--- src/rtl/jcb_nway.sv ---
`timescale 1ns/1ps
// jcb_nway -- N-channel clocked confluence buffer.
//
// Merges N single-pulse input channels onto one output pulse line. A rising
// edge on a channel is an event. An event is rejected when any other channel
// had an event within GUARD edges. Simultaneous events are all dropped
// (MODE 0) or resolved to the lowest eligible index (MODE 1). Each accepted
// event reappears on dout DELAY edges later as a PW-cycle pulse.
// Overlapping or abutting pulses merge into one continuous high.
//
// Ports
//   clk           single clock, all state on the rising edge
//   rst           synchronous active-high reset
//   din[N]        per-channel pulse inputs (event = 0->1 transition)
//   dout          merged output pulse, registered
//   accepted_cnt  saturating count of accepted events
//   dropped_cnt   saturating count of rejected events
//   last_src      index of the most recently accepted channel
module jcb_nway #(
  parameter int N     = 2,
  parameter int DELAY = 8,
  parameter int PW    = 2,
  parameter int GUARD = 5,
  parameter int MODE  = 0,
  parameter int CW    = 8,
  localparam int LW   = (N > 2) ? $clog2(N) : 1
) (
  input  logic          clk,
  input  logic          rst,
  input  logic [N-1:0]  din,
  output logic          dout,
  output logic [CW-1:0] accepted_cnt,
  output logic [CW-1:0] dropped_cnt,
  output logic [LW-1:0] last_src
);

  localparam int TW = $clog2(GUARD + 2);
  localparam int WW = $clog2(PW + 1);
  localparam int NW = $clog2(N + 1);
  localparam logic [TW-1:0] TS_SAT   = TW'(GUARD + 1);
  localparam logic [TW-1:0] TS_GUARD = TW'(GUARD);

  // Counter add that clamps at all-ones instead of wrapping.
  function automatic logic [CW-1:0] sat_add(input logic [CW-1:0] a,
                                            input logic [NW-1:0] b);
    logic [CW+NW-1:0] s;
    s = {{NW{1'b0}}, a} + {{CW{1'b0}}, b};
    if (s > {{NW{1'b0}}, {CW{1'b1}}}) return '1;
    return s[CW-1:0];
  endfunction

  logic [N-1:0]     din_q;
  logic [N-1:0]     ev;
  logic [N-1:0]     elig;
  logic [N-1:0]     acc_vec;
  logic             acc_any;
  logic             pick_done;
  logic [LW-1:0]    acc_idx;
  logic [NW-1:0]    n_ev;
  logic [NW-1:0]    n_drop;

  // ts_q[i] holds the distance (in edges) from the current edge back to the
  // last event on channel i, clamped at GUARD+1 which means "no recent event".
  logic [TW-1:0]    ts_q [N];
  logic [TW-1:0]    ts_d [N];

  logic [DELAY-1:0] dly_q, dly_d;
  logic [WW-1:0]    wcnt_q, wcnt_d;
  logic             dout_q;
  logic [CW-1:0]    acc_cnt_q, drop_cnt_q;
  logic [LW-1:0]    src_q;

  // Event detection and accept/drop decision
  always_comb begin
    ev        = din & ~din_q;
    elig      = '1;
    n_ev      = '0;
    acc_vec   = '0;
    acc_idx   = '0;
    pick_done = 1'b0;
    for (int i = 0; i < N; i++) begin
      n_ev = n_ev + NW'(ev[i]);
      // Only other channels can block; a channel never blocks itself.
      for (int j = 0; j < N; j++) begin
        if (j != i && ts_q[j] <= TS_GUARD) elig[i] = 1'b0;
      end
    end
    if (MODE == 0) begin
      // Any simultaneous event kills every event at this edge.
      if (n_ev == NW'(1)) acc_vec = ev & elig;
    end else begin
      for (int i = 0; i < N; i++) begin
        if (ev[i] && elig[i] && !pick_done) begin
          acc_vec[i] = 1'b1;
          pick_done  = 1'b1;
        end
      end
    end
    for (int i = 0; i < N; i++) begin
      if (acc_vec[i]) acc_idx = LW'(i);
    end
    acc_any = |acc_vec;
    n_drop  = n_ev - NW'(acc_any);

    for (int i = 0; i < N; i++) begin
      if (ev[i])                 ts_d[i] = TW'(1);
      else if (ts_q[i] == TS_SAT) ts_d[i] = ts_q[i];
      else                       ts_d[i] = ts_q[i] + TW'(1);
    end
  end

  // Output path: delay line feeding a reloadable width counter
  always_comb begin
    dly_d = (dly_q << 1) | DELAY'(acc_any);
    if (dly_q[DELAY-1])       wcnt_d = WW'(PW);
    else if (wcnt_q != '0)    wcnt_d = wcnt_q - WW'(1);
    else                      wcnt_d = '0;
  end

  always_ff @(posedge clk) begin
    // din_q follows din even in reset so a level held across release is
    // not mistaken for a new edge.
    din_q <= din;
    if (rst) begin
      for (int i = 0; i < N; i++) ts_q[i] <= TS_SAT;
      dly_q      <= '0;
      wcnt_q     <= '0;
      dout_q     <= 1'b0;
      acc_cnt_q  <= '0;
      drop_cnt_q <= '0;
      src_q      <= '0;
    end else begin
      for (int i = 0; i < N; i++) ts_q[i] <= ts_d[i];
      dly_q      <= dly_d;
      wcnt_q     <= wcnt_d;
      dout_q     <= (wcnt_d != '0);
      acc_cnt_q  <= sat_add(acc_cnt_q, NW'(acc_any));
      drop_cnt_q <= sat_add(drop_cnt_q, n_drop);
      if (acc_any) src_q <= acc_idx;
    end
  end

  assign dout         = dout_q;
  assign accepted_cnt = acc_cnt_q;
  assign dropped_cnt  = drop_cnt_q;
  assign last_src     = src_q;

endmodule
--- config.mk ---
export PLATFORM = sky130hd
export DESIGN_NAME = jcb_nway
export DESIGN_NICKNAME = d
export VERILOG_FILES = /design/src/rtl/jcb_nway.sv
export SDC_FILE = /design/constraint.sdc
export NUM_CORES = 1
export LEC_CHECK = 0
export CAP_MARGIN = 20
export CORE_MARGIN = 2
export CORE_UTILIZATION = 48
export DETAILED_ROUTE_END_ITERATION = 8
export GPL_TIMING_DRIVEN = 0
export PLACE_DENSITY = 0.74
export SLEW_MARGIN = 20
export SYNTH_ARGS = -nofsm -noshare
export SYNTH_HDL_FRONTEND = slang
export SYNTH_SLANG_ARGS = --single-unit
--- constraint.sdc ---
create_clock -name clk -period 2.7 [get_ports clk]
set_input_delay 0.27 -clock clk [delete_from_list [all_inputs] [get_ports clk]]
set_output_delay 0.27 -clock clk [all_outputs]
set_load 0.01 [all_outputs]
# [Word level (Yosys, flattened, before mapping)]
# Memories as Yosys holds them, arrays and structs flattened.
# Index checks and enable logic that the tools add are counted.
[word_totals] word_cells=54 n_memories=1 input_bits=4 ff_bits=30 ramBits=6
[memory_table] name="ts_q" depth=2 word_bits=3 read_ports=2 rd_ports_with_merged_regs=0 write_ports=2 line_no="64" text="logic [TW-1:0] ts_q [N];"
[classes] n_reduce_logical=3 n_eq_ne=3 bitwise_logic=6 order_cmp=4 muxes=23 addsub=7
[op_table] operator="8-bit 2-to-1 mux" n=4
[op_table] operator="9-bit by 8-bit > comparator with 1-bit output (second input constant)" n=2
[op_table] operator="3-bit 2-to-1 mux" n=6
[op_table] operator="1-bit 2-to-1 mux" n=10
[op_table] operator="8-bit by 1-bit adder with 9-bit output" n=1
[op_table] operator="8-bit by 2-bit adder with 9-bit output" n=1
[op_table] operator="8-bit by 1-bit bitwise OR with 8-bit output" n=1
[op_table] operator="3-bit by 1-bit adder with 3-bit output (second input constant)" n=2
[op_table] operator="3-bit equality test (second input constant)" n=2
[op_table] operator="3-bit less-or-equal comparator (second input constant)" n=2
[op_table] operator="2-bit 2-to-1 mux" n=3
[op_table] operator="2-bit AND" n=2
[op_table] operator="2-bit nonzero test" n=2
[op_table] operator="1-bit by 1-bit adder with 2-bit output" n=1
[op_table] operator="2-bit by 1-bit equality test with 1-bit output (second input constant)" n=1
[op_table] operator="2-bit inverter" n=1
[op_table] operator="1-bit bitwise OR" n=2
[op_table] operator="2-bit OR reduction" n=1
[op_table] operator="2-bit by 1-bit subtractor with 2-bit output" n=1
[op_table] operator="2-bit by 1-bit subtractor with 2-bit output (second input constant)" n=1

# [Depth between registers and ports, before layout]
# Gate-level depths: netlist of the first run.
[logic_depth] word_depth=12 depth_mapped=14 mapped_depth_nobuf=14

# [Worst setup path after synthesis of the first run]
# No wires, ideal clock.
[synth_path] kind="register -> register" start="reg din_q[0]" end="reg drop_cnt_q[0], in the netlist dropped_cnt[0]" setup_ps=71 path_stages_with_launch=15 arrival_ps=2839 n_path_buf=0 slack_ps=-210 cell_sequence="dfxtp_1 > nand2b_4 > inv_1 > ha_1 > inv_1 > or4_4 > nand2_1 > ha_1 > inv_1 > ha_1 > inv_1 > fa_1 > and3b_1 > nand3_1 > a21oi_1"
[synth_via] elab_chain_len=12 word_cells_on_any_way=13 cone_classes="add/sub: 3; order compare: 1; eq/ne: 1; mux: 4; bitwise: 3; reduce/logical: 1"
[synth_lines] item="start: declaration" line_no="52" text="logic [N-1:0] din_q;"
[synth_lines] item="start signal: assignment" line_no="123" text="din_q <= din;"
[synth_lines] item="2-bit inverter (*)" line_no="75" text="ev = din & ~din_q;"
[synth_lines] item="2-bit AND (*)" line_no="75"
[synth_lines] item="1-bit by 1-bit adder with 2-bit output" line_no="82" text="n_ev = n_ev + NW'(ev[i]);"
[synth_lines] item="2-bit by 1-bit equality test with 1-bit output" line_no="90" text="if (n_ev == NW'(1)) acc_vec = ev & elig;"
[synth_lines] item="2-bit 2-to-1 mux (*)" line_no="90"
[synth_lines] item="2-bit OR reduction (*)" line_no="102" text="acc_any = |acc_vec;"
[synth_lines] item="named net acc_any" line_no="56" text="logic acc_any;"
[synth_lines] item="2-bit by 1-bit subtractor with 2-bit output (*)" line_no="103" text="n_drop = n_ev - NW'(acc_any);"
[synth_lines] item="8-bit by 2-bit adder with 9-bit output (*)" line_no="47" text="s = {{NW{1'b0}}, a} + {{CW{1'b0}}, b};"
[synth_lines] item="9-bit by 8-bit > comparator with 1-bit output" line_no="48" text="if (s > {{NW{1'b0}}, {CW{1'b1}}}) return '1;"
[synth_lines] item="1-bit 2-to-1 mux" line_no="48"
[synth_lines] item="1-bit 2-to-1 mux" line_no="124" text="if (rst) begin"
[synth_lines] item="8-bit 2-to-1 mux (*)" line_no="49" text="return s[CW-1:0];"
[synth_lines] item="end signal: assignment" line_no="138" text="drop_cnt_q <= sat_add(drop_cnt_q, n_drop);"
[synth_lines] item="end: declaration" line_no="70" text="logic [CW-1:0] acc_cnt_q, drop_cnt_q;"
# The timed path passes the listed nets; every way through them passes the cells marked *. The select of a mux whose other input is x is not followed.
# A chain may end at the register's enable or synchronous reset.

# [Final worst setup path of the first run]
[layout_path] start="reg din_q[0]" end="reg drop_cnt_q[5], in the netlist dropped_cnt[5]"
# The elaborated chain is that of the path after synthesis.

==> results of run 1 <==
==> worst max path at each step <==
| stage | startpoint | endpoint | slack [ps] | cells after the start |
|---|---|---|---|---|
| detailed placement | din[0] | dropped_cnt[0] | -690 | 14 |
| floorplan | din_q[0] | dropped_cnt[6] | -80 | 14 |
| global placement | din[0] | dropped_cnt[6] | -610 | 15 |
| CTS | din_q[1] | dropped_cnt[6] | -110 | 14 |
| finish | din_q[0] | dropped_cnt[5] | -170 | 14 |
| global route | din_q[0] | dropped_cnt[6] | -260 | 14 |
==> cell families (layout without fill, tap and decap cells) <==
family	Yosys count	after routing	share of synthesized area
AOI/OAI and AO/OA	38	38	0.141
xor gates and xnor gates	5	5	0.0281
adders and majority gates	13	13	0.109
buffers and inverters	21	62	0.0522
DFF	36	36	0.463
muxes	2	2	0.0137
and+or+nand+nor	49	49	0.194
==> routing by layer <==
metal,vias up,track usage
met5,-,0
met4,0,0.106
met3,12,0.0896
met2,28,0.343
met1,623,0.225
li1,649,-
==> flip-flops by register name (all words and copies together) (netlist names) <==
signal / cells
ts_q: 6
wcnt_q: 2
last_src: 1
din_q: 2
dropped_cnt: 8
dout: 1
dly_q: 8
accepted_cnt: 8
==> through the flow <==
step                hold WS (ps)  cell area (um^2)  setup slack, ps  std cells
floorplan                    298              1610            -79.8        164
global placement             415              1870             -614        228
detailed placement           425              1870             -688        228
CTS                          196              2010             -108        244
global route                 181              2080             -262        249
finish                       191              2080             -169        249
==> cell usage after synthesis, drive strengths merged (2+ instances only) <==
| library cell | number | share of area |
|---|---|---|
| a31oi | 7 | 0.028 |
| or3 | 3 | 0.012 |
| ha | 12 | 0.096 |
| nand2b | 2 | 0.018 |
| nand3 | 4 | 0.013 |
| nand2 | 9 | 0.022 |
| nor2b | 9 | 0.036 |
| dfxtp | 36 | 0.46 |
| or4 | 2 | 0.014 |
| buf | 4 | 0.011 |
| xor2 | 2 | 0.011 |
| and4 | 2 | 0.011 |
| nor2 | 6 | 0.014 |
| o21ai | 12 | 0.039 |
| nor3 | 3 | 0.0096 |
| a21oi | 14 | 0.047 |
| inv | 17 | 0.041 |
| or2 | 2 | 0.0080 |
| xnor2 | 3 | 0.017 |
| and3 | 2 | 0.0080 |
==> power by group <==
part	internal [mW]	leakage [nW]	switching, mW	total [mW]
logic	0.177	0.505	0.172	0.349
clock network	0.128	0.0326	0.173	0.302
registers	0.577	0.293	0.0489	0.626
total	0.883	0.831	0.394	1.28
==> worst reg2reg max path: cells and delay by family, from the launching register on <==
kind                       cells  cell delay [ps]
adders and majority gates      4              970
buffers and inverters          4              170
and+or+nand+nor                5             1160
AOI/OAI and AO/OA              1              180
DFF                            1              330
==> layout make-up <==
class	instances	area, um^2	share of cell area
Multi-Input combinational cell	107	858	0.413
Buffer	4	20.0	0.00963
Timing Repair Buffer	33	295	0.142
Tap cell	44	55.1	0.0265
Inverter	17	71.3	0.0343
Clock buffer	8	58.8	0.0283
Sequential cell	36	721	0.347
==> timing repair <==
item                       CTS  global route
hold buffers                 0             0
pin swaps                    9             3
gates resized for setup      9            10
setup buffers                8             5
gates cloned                 0             0
setup endpoints to repair    9            10
==> results.toml, run 1 <==
[job]
maxCapViolCount = 0

[routing]
vias = 1312
drt_iter0_drc = 35
routedWlPerCell_um = 13.8
dr_wl_met3_um = 151
viasPerCell = 5.27
ant_nets = 0
wl_um = 3430
drtPass1Iterations = 4
wl_met1_um = 1390
top_layer = "met4"
post-route-drc-count = 0
wl_met2_um = 1790

[global_routing]
grt_pass1_wl_um = 5460
grt.total_usage = 0.207
grt_max_degree = 11
grt_overflow = 0
antenna_found_initial = 0
grt_pass1_vias = 1273

[min_path]
worstHoldStart = "rst"
whs_path_depth = 2
hold_path_class = "input pin to flop"
worst_hold_path.endpoint = "dly_q[5]"

[floorplan]
coreArea_mm2 = 0.00308
die_area_mm2 = 0.00372
start_util = 0.506
dieHeight_um = 61.0
die_x_um = 61.0
num_io_pins = 22
std_cell_rows = 20

[synth]
synth-edff-count = 0
ys_warn_count = 0
async_flop_share = 0
synth_nets = 181
syn_inst = 164
synth_area_mm2 = 0.00156
postSynthAreaPerCell_um2 = 9.50
synth_top_flop_cell = "dfxtp_1"
seq_area_frac_synth = 0.463
ys_ff_latch = 36
ys_types = 36

[clock_tree]
clkLatencyLatePin_ps = 350
clk_pin_slew_ps = 100
cts_tree = "built"
clock_path_buffers = 2
cts_buffers = 5
htree_num_levels = 2
cts-root-buf = "clkbuf_4"
cts.sinks = 36

[worst_setup_path]
r2r-end = "dropped_cnt[5]"
critPathRequiredTime_ps = 2970
cp_data_arrival_time_ps = 3140
critical_path.top_delay_family = "simple AND/OR/NAND/NOR gates"
path_buf_inv = 4
cp_slowest_stage_delay_ps = 500
start_kind = "flop"
r2r-start = "din_q[0]"
critPathCaptureType = "flop"
r2r_cells = 14
ff2ff_setup_slack_ps = -170
critPathKind = "flop to flop"
cpMaxStageDelayCell = "or4_4"
crit_fanout = 5
cp_cell_sequence = "nand2b_4 > inv_4 > ha_4 > inv_4 > or4_4 > nand2_4 > ha_4 > inv_4 > ha_4 > inv_2 > fa_2 > and3b_2 > nand3_4 > a31oi_1"

[timing]
finalCritPeriodShare = 1.06
fin_crit_ps = 2870
rsz0062_at_grt = "true"
clock_skew_ps = 8.26
max_freq_mhz = 348
slew_headroom = 0.601
worst_slack_ps = -169
slew_violations = 0
setup_viol = 8
fin_tns_setup_ps = -1070
worst_slew_pin_slew_ps = 599
finalHoldViolations = 0

[pwr]
p_leak_nw = 0.831
power_density_mw_per_mm2 = 614
vdd_drop_max_mv = 0.476
power_mw = 1.28

[layout]
synthToLayoutAreaGrowth_pct = 33.5
post-route-util = 0.676
final_cell_mix = "dfxtp_1, clkdlybuf4s50_1, buf_4, inv_1, o21ai_0"
final_common_cell = "dfxtp_1"
fin_nets = 221
drive_above_1_share = 0.244
n_fill_cell = 253
n_antenna_cell = 0

[place]
globalplace.congestion = 0.804
dp_hpwl_um = 2290
io_buffers = 20

[status]
failed_checks = "setup timing"
status = "finished, violations left"
Note: power is estimated with default switching activity, not from simulation.
==> run 2, diff against run 1 <==
--- a/config.mk
+++ b/config.mk
@@ -5,6 +5,7 @@
 export SDC_FILE = /design/constraint.sdc
 export NUM_CORES = 1
 export LEC_CHECK = 0
+export ABC_AREA = 0
 export CAP_MARGIN = 20
 export CORE_MARGIN = 2
 export CORE_UTILIZATION = 48
==> results of run 2 <==
No change in the layout: final DEF, timing and power equal those of run 1.
